## src/rtl/transpose_out_sink.sv

```systemverilog
// Output sink for the transpose buffer: a small credit-managed FIFO plus the
// beat/CHin/CHout counters that mark group and transpose boundaries on the head beat.
`ifndef Log2_Trans_pixel
`define Log2_Trans_pixel 9
`endif
`ifndef base_Tin
`define base_Tin 64
`endif
`ifndef base_log2Tin
`define base_log2Tin 6
`endif
`ifndef Tout
`define Tout 32
`endif
`ifndef log2Tout
`define log2Tout 5
`endif
`ifndef log2_CH
`define log2_CH 8
`endif

module transpose_out_sink #(
    parameter int DATA_W      = 256,
    parameter int CREDIT_INIT = 3
) (
    input  logic                         clk,
    input  logic                         rst,
    input  logic [`Log2_Trans_pixel-1:0] pixel_in,
    input  logic [`Log2_Trans_pixel-1:0] pixel_out,
    input  logic                         in_vld,
    input  logic [DATA_W-1:0]            in_data,
    output logic                         out_vld,
    output logic [DATA_W-1:0]            out_data,
    input  logic                         out_rdy,
    output logic                         out_last,
    output logic                         out_done,
    output logic                         credit_vld,
    output logic                         ovf_err
);

    localparam int PIX_W         = `Log2_Trans_pixel;
    localparam int CH_W          = `log2_CH;
    localparam int BASE_LOG2_TIN = `base_log2Tin;
    localparam int LOG2_TOUT     = `log2Tout;
    localparam int TOUT          = `Tout;
    localparam int R_SHIFT       = BASE_LOG2_TIN - LOG2_TOUT;
    localparam int BEAT_W        = BASE_LOG2_TIN + 1;
    localparam int LEN_W         = LOG2_TOUT + 1;
    localparam int PTR_W         = (CREDIT_INIT > 1) ? $clog2(CREDIT_INIT) : 1;
    localparam int CNT_W         = $clog2(CREDIT_INIT + 1);

    // ---------------- FIFO ----------------
    logic [DATA_W-1:0] mem [CREDIT_INIT];
    logic [PTR_W-1:0]  wr_ptr_reg, wr_ptr_next;
    logic [PTR_W-1:0]  rd_ptr_reg, rd_ptr_next;
    logic [CNT_W-1:0]  count_reg, count_next;
    logic              credit_vld_reg;
    logic              ovf_err_reg, ovf_err_next;
    logic              full, push, pop;

    function automatic logic [PTR_W-1:0] ptr_inc(input logic [PTR_W-1:0] p);
        return (p == PTR_W'(CREDIT_INIT - 1)) ? '0 : p + PTR_W'(1);
    endfunction

    assign full     = (count_reg == CNT_W'(CREDIT_INIT));
    assign out_vld  = (count_reg != '0);
    assign pop      = out_vld && out_rdy;
    // A pop in the same cycle frees the slot, so a full FIFO still accepts the beat.
    assign push     = in_vld && (!full || pop);
    assign out_data = mem[rd_ptr_reg];

    always_comb begin
        wr_ptr_next  = wr_ptr_reg;
        rd_ptr_next  = rd_ptr_reg;
        count_next   = count_reg;
        ovf_err_next = ovf_err_reg;
        if (push) begin
            wr_ptr_next = ptr_inc(wr_ptr_reg);
        end
        if (pop) begin
            rd_ptr_next = ptr_inc(rd_ptr_reg);
        end
        case ({push, pop})
            2'b10:   count_next = count_reg + CNT_W'(1);
            2'b01:   count_next = count_reg - CNT_W'(1);
            default: count_next = count_reg;
        endcase
        if (in_vld && !push) begin
            ovf_err_next = 1'b1;
        end
    end

    always_ff @(posedge clk) begin
        if (push) begin
            mem[wr_ptr_reg] <= in_data;
        end
    end

    always_ff @(posedge clk or posedge rst) begin
        if (rst) begin
            wr_ptr_reg     <= '0;
            rd_ptr_reg     <= '0;
            count_reg      <= '0;
            credit_vld_reg <= 1'b0;
            ovf_err_reg    <= 1'b0;
        end else begin
            wr_ptr_reg     <= wr_ptr_next;
            rd_ptr_reg     <= rd_ptr_next;
            count_reg      <= count_next;
            credit_vld_reg <= pop;
            ovf_err_reg    <= ovf_err_next;
        end
    end

    assign credit_vld = credit_vld_reg;
    assign ovf_err    = ovf_err_reg;

    // ---------------- beat / group counters ----------------
    logic [PIX_W-1:0]  pix_in_m1, pix_out_m1;
    logic [CH_W-1:0]   chin_max, chout_max;
    logic [LEN_W-1:0]  len_last, len;
    logic [BEAT_W-1:0] beat_max;
    logic [BEAT_W-1:0] beat_cnt_reg, beat_cnt_next;
    logic [CH_W-1:0]   chin_cnt_reg, chin_cnt_next;
    logic [CH_W-1:0]   chout_cnt_reg, chout_cnt_next;
    logic              beat_wrap, chin_wrap, chout_wrap;

    assign pix_in_m1  = pixel_in - PIX_W'(1);
    assign pix_out_m1 = pixel_out - PIX_W'(1);
    assign chout_max  = CH_W'(pix_in_m1 >> LOG2_TOUT);
    assign chin_max   = CH_W'(pix_out_m1 >> BASE_LOG2_TIN);
    // Only the last CHout group may be short; its length is the pixel remainder.
    assign len_last   = LEN_W'(pix_in_m1[LOG2_TOUT-1:0]) + LEN_W'(1);
    assign len        = (chout_cnt_reg == chout_max) ? len_last : LEN_W'(TOUT);
    assign beat_max   = (BEAT_W'(len) << R_SHIFT) - BEAT_W'(1);

    assign beat_wrap  = (beat_cnt_reg == beat_max);
    assign chin_wrap  = (chin_cnt_reg == chin_max);
    assign chout_wrap = (chout_cnt_reg == chout_max);

    assign out_last   = out_vld && beat_wrap;
    assign out_done   = out_last && chin_wrap && chout_wrap;

    always_comb begin
        beat_cnt_next  = beat_cnt_reg;
        chin_cnt_next  = chin_cnt_reg;
        chout_cnt_next = chout_cnt_reg;
        if (pop) begin
            if (!beat_wrap) begin
                beat_cnt_next = beat_cnt_reg + BEAT_W'(1);
            end else begin
                beat_cnt_next = '0;
                if (!chin_wrap) begin
                    chin_cnt_next = chin_cnt_reg + CH_W'(1);
                end else begin
                    chin_cnt_next  = '0;
                    chout_cnt_next = chout_wrap ? '0 : chout_cnt_reg + CH_W'(1);
                end
            end
        end
    end

    always_ff @(posedge clk or posedge rst) begin
        if (rst) begin
            beat_cnt_reg  <= '0;
            chin_cnt_reg  <= '0;
            chout_cnt_reg <= '0;
        end else begin
            beat_cnt_reg  <= beat_cnt_next;
            chin_cnt_reg  <= chin_cnt_next;
            chout_cnt_reg <= chout_cnt_next;
        end
    end

endmodule

```

## config.mk

```make
export PLATFORM = sky130hd
export DESIGN_NAME = transpose_out_sink
export DESIGN_NICKNAME = d
export VERILOG_FILES = /design/src/rtl/transpose_out_sink.sv
export SDC_FILE = /design/constraint.sdc
export NUM_CORES = 1
export LEC_CHECK = 0
export ABC_AREA = 1
export CELL_PAD_IN_SITES_DETAIL_PLACEMENT = 0
export CELL_PAD_IN_SITES_GLOBAL_PLACEMENT = 1
export CORE_MARGIN = 2
export CORE_UTILIZATION = 45
export CTS_CLUSTER_DIAMETER = 60
export CTS_CLUSTER_SIZE = 14
export DETAILED_ROUTE_END_ITERATION = 10
export HOLD_SLACK_MARGIN = 0.12
export PLACE_DENSITY = 0.95
export SYNTH_ARGS = -nofsm -noshare
export SYNTH_HDL_FRONTEND = slang
export SYNTH_SLANG_ARGS = --single-unit
```

## constraint.sdc

```tcl
create_clock -name clk -period 38.6 [get_ports clk]
set_input_delay 7.72 -clock clk [delete_from_list [all_inputs] [get_ports clk]]
set_output_delay 7.72 -clock clk [all_outputs]
set_load 0.02 [all_outputs]
```

==> impl_metrics.toml <==
[logic_synthesis]
ys.flop_type = "edfxtp_1"
synth.most_common_cell = "nand2_1"
synthArstFlopShare = 0.0388
synth_edf_count = 768
ys_seq_area_frac = 0.794
synthTopCellsByCount = "853 x nand2_1, 768 x edfxtp_1, 288 x nand3_1"
syn_area_mm2 = 0.0300
synth_top_area_frac = 0.768
synth.distinct_cells = 38
postSynthAreaPerCell_um2 = 13.5
ys.warnings.count = 0
syn_nets = 2508
synth_area_leaders = "edfxtp_1 77%, nand2_1 11%, nand3_1 4.8%, dfrtp_1 2.6%, clkbuf_1 1.0%"
synth_seq_cells = 799
yosysTopAreaCell = "edfxtp_1"
synth_cells = 2224

[finish]
syn_to_final_growth_pct = 27.8
final_cell_area_mm2 = 0.0384
drive_above_1_share = 0.0502
largest_reg_flops = 768
final_nets = 3046
regArea_mm2 = 0.0238
multi_input_area_mm2 = 0.00563
fillers = 4974

[routing]
vias = 19000
drt_iter0_markers = 1512
wl_mm = 73.2
antenna_left = 0
vias_per_cell = 5.19
dr.pass1.iters = 5
route.detailed.drc = 0
wl_per_cell_um = 20.0

[hold_path]
worstHoldEndpoint = "ovf_err"
hold_path_depth = 1
hold_start = "ovf_err"
min_path_type = "flip-flop to flip-flop"

[sta]
hold_violations = 0
fin_skew_ns = 0.0246
period_share = 0.502
relSlewSlack = 0.0795
tns_ns = 0
fmax_ghz = 0.0516
slew_viol_final = 0
setup_viol_count_final = 0
finalCriticalPeriod_ns = 19.37
rsz0062_at_grt = "false"
worst_pin_slew_ns = 1.38

[setup_path]
slowest_stage = "clkdlybuf4s50_1"
worstPathCellList = "clkdlybuf4s50_1 -> inv_2 -> ha_1 -> nand2_1 -> nor2_1 -> nor2_1 -> nor2_1 -> nor2_2 -> nand3_4 -> inv_2 -> nand3_1 -> ha_1 -> o21ai_0 -> a21oi_1 -> nand3_1 -> nor2_2 -> nand2_2 -> nor2_4 -> nand2_1 -> nor3_1 -> clkdlybuf4s50_1"
path_buf_inv = 4
worstSetupStartpointType = "input port"
crit_path_frequent_cell = "nor2_1"
endpoint_kind = "output port"
cp.required_ns = 30.88
max_stage_delay_ns = 0.65
r2r_start = "chout_cnt_reg[2]"
critPathLaunch = "pixel_in[0]"
worst-setup-path-type = "input port to output port"
rr_worst_depth = 15
cp.arrival_ns = 11.65
r2r-end = "chin_cnt_reg[4]"
worst-r2r-setup-slack_ns = 35.34
critPathMaxFanout = 12
crit_family = "simple AND/OR/NAND/NOR gates"

[floorplanning]
die_h_um = 262
fp-row-count = 94
start_util = 0.456
die_area_mm2 = 0.0688
core_mm2 = 0.0659
design.portCount = 539
die-width_um = 262

[cts]
cts_setup_buffers = 0
cts-resized-gates = 0
path_clk_slew_ns = 0.06
hold_buffers = 0
clockBufferDepth = 3
cts_made_buffers = 69
cts_tree = "built"
clock_sinks = 799
htreeDepth = 3
clkLatencyLatePin_ns = 0.61
cts-root-buf = "clkbuf_16"

[place]
dpl.hpwl_mm = 45.4
port_buffers = 538
place_congestion = 0.830
placed_area_mm2 = 0.0364

[run]
max-cap-violations = 0

[global_routing]
grt_antenna_before_repair = 17
groute.layer.met1.usage = 0.243
grt_util_all_layers = 0.208
busiest_layer = "met2"
grt-ovfl-total = 0
use_met2 = 0.362
grt_pass1_vias = 19600
grt_use_met3 = 0.0544
grt_max_degree = 166
grt_pass1_wl_mm = 111

[run_status]
status = "completed"

[pwr]
p_leak_nw = 13.8
power_density_mw_per_mm2 = 78.7
vdd_drop_max_uv = 61.2
==> where the power goes <==
part / total (mW) / switching [mW] / leakage (nW) / internal, mW
clock: 0.631 / 0.297 / 0.949 / 0.334
sequential: 1.19 / 0.0424 / 7.46 / 1.15
combinational: 1.20 / 0.754 / 5.35 / 0.441
==> cells in the final DEF (no fill, tap or decap), types with 6 or more instances in the layout <==
| cell | instances |
|---|---|
| buf_4 | 14 |
| clkbuf_1 | 14 |
| clkbuf_16 | 70 |
| clkdlybuf4s50_1 | 538 |
| dfrtp_1 | 30 |
| diode_2 | 15 |
| edfxtp_1 | 768 |
| ha_1 | 6 |
| inv_1 | 53 |
| nand2_1 | 853 |
| nand3_1 | 288 |
| nand4_1 | 18 |
| nor2_1 | 32 |
| nor2_4 | 6 |
| nor3_1 | 6 |
| o21ai_0 | 6 |
| o21ai_2 | 7 |
| xnor2_1 | 6 |
| xor2_1 | 16 |
==> worst max path at each step <==
| stage | cells after the start | end |
|---|---|---|
| global route | 21 | out_done |
| global placement | 21 | out_done |
| detailed placement | 21 | out_done |
| finish | 21 | out_done |
| floorplan | 3 | wr_ptr_reg[0] |
| CTS | 21 | out_done |
==> routing by layer <==
layer / vias up / routed length, um
li1: 8837 / -
met2: 692 / 37700
met5: - / 23
met1: 9345 / 27400
met3: 152 / 5280
met4: 4 / 2730
==> area by class of cell <==
class | count | share of cell area
Inverter | 59 | 0.00577
Multi-Input combinational cell | 1276 | 0.147
Tap cell | 864 | 0.0282
Antenna cell | 15 | 0.000979
Timing Repair Buffer | 557 | 0.146
Clock buffer | 84 | 0.0470
Clock inverter | 12 | 0.00391
Sequential cell | 799 | 0.622
==> cell families after synthesis <==
| group | synth area share |
|---|---|
| AO/OA/AOI/OAI | 0.00509 |
| XOR/XNOR | 0.00917 |
| adder cells (fa/ha/maj) | 0.00250 |
| buffers and inverters | 0.0191 |
| flip-flops | 0.794 |
| multiplexers | 0.000375 |
| AND/OR/NAND/NOR | 0.170 |
==> per-stage QoR <==
step | setup WS (ns) | util | hold slack (ns) | std cells | total power [mW]
5_1_grt | 18.94 | 0.582 | 0.506 | 3664 | 3.15
3_5_place_dp | 19.26 | 0.552 | 0.466 | 3555 | 2.41
3_3_place_gp | 19.26 | 0.552 | 0.452 | 3555 | 2.39
2_1_floorplan | 12.02 | - | 0.464 | 2224 | 1.93
4_1_cts | 19.24 | 0.582 | 0.480 | 3651 | 3.04
6_report | 19.23 | 0.582 | 0.483 | 3666 | 3.02
Power figures use the tool's default switching activity.
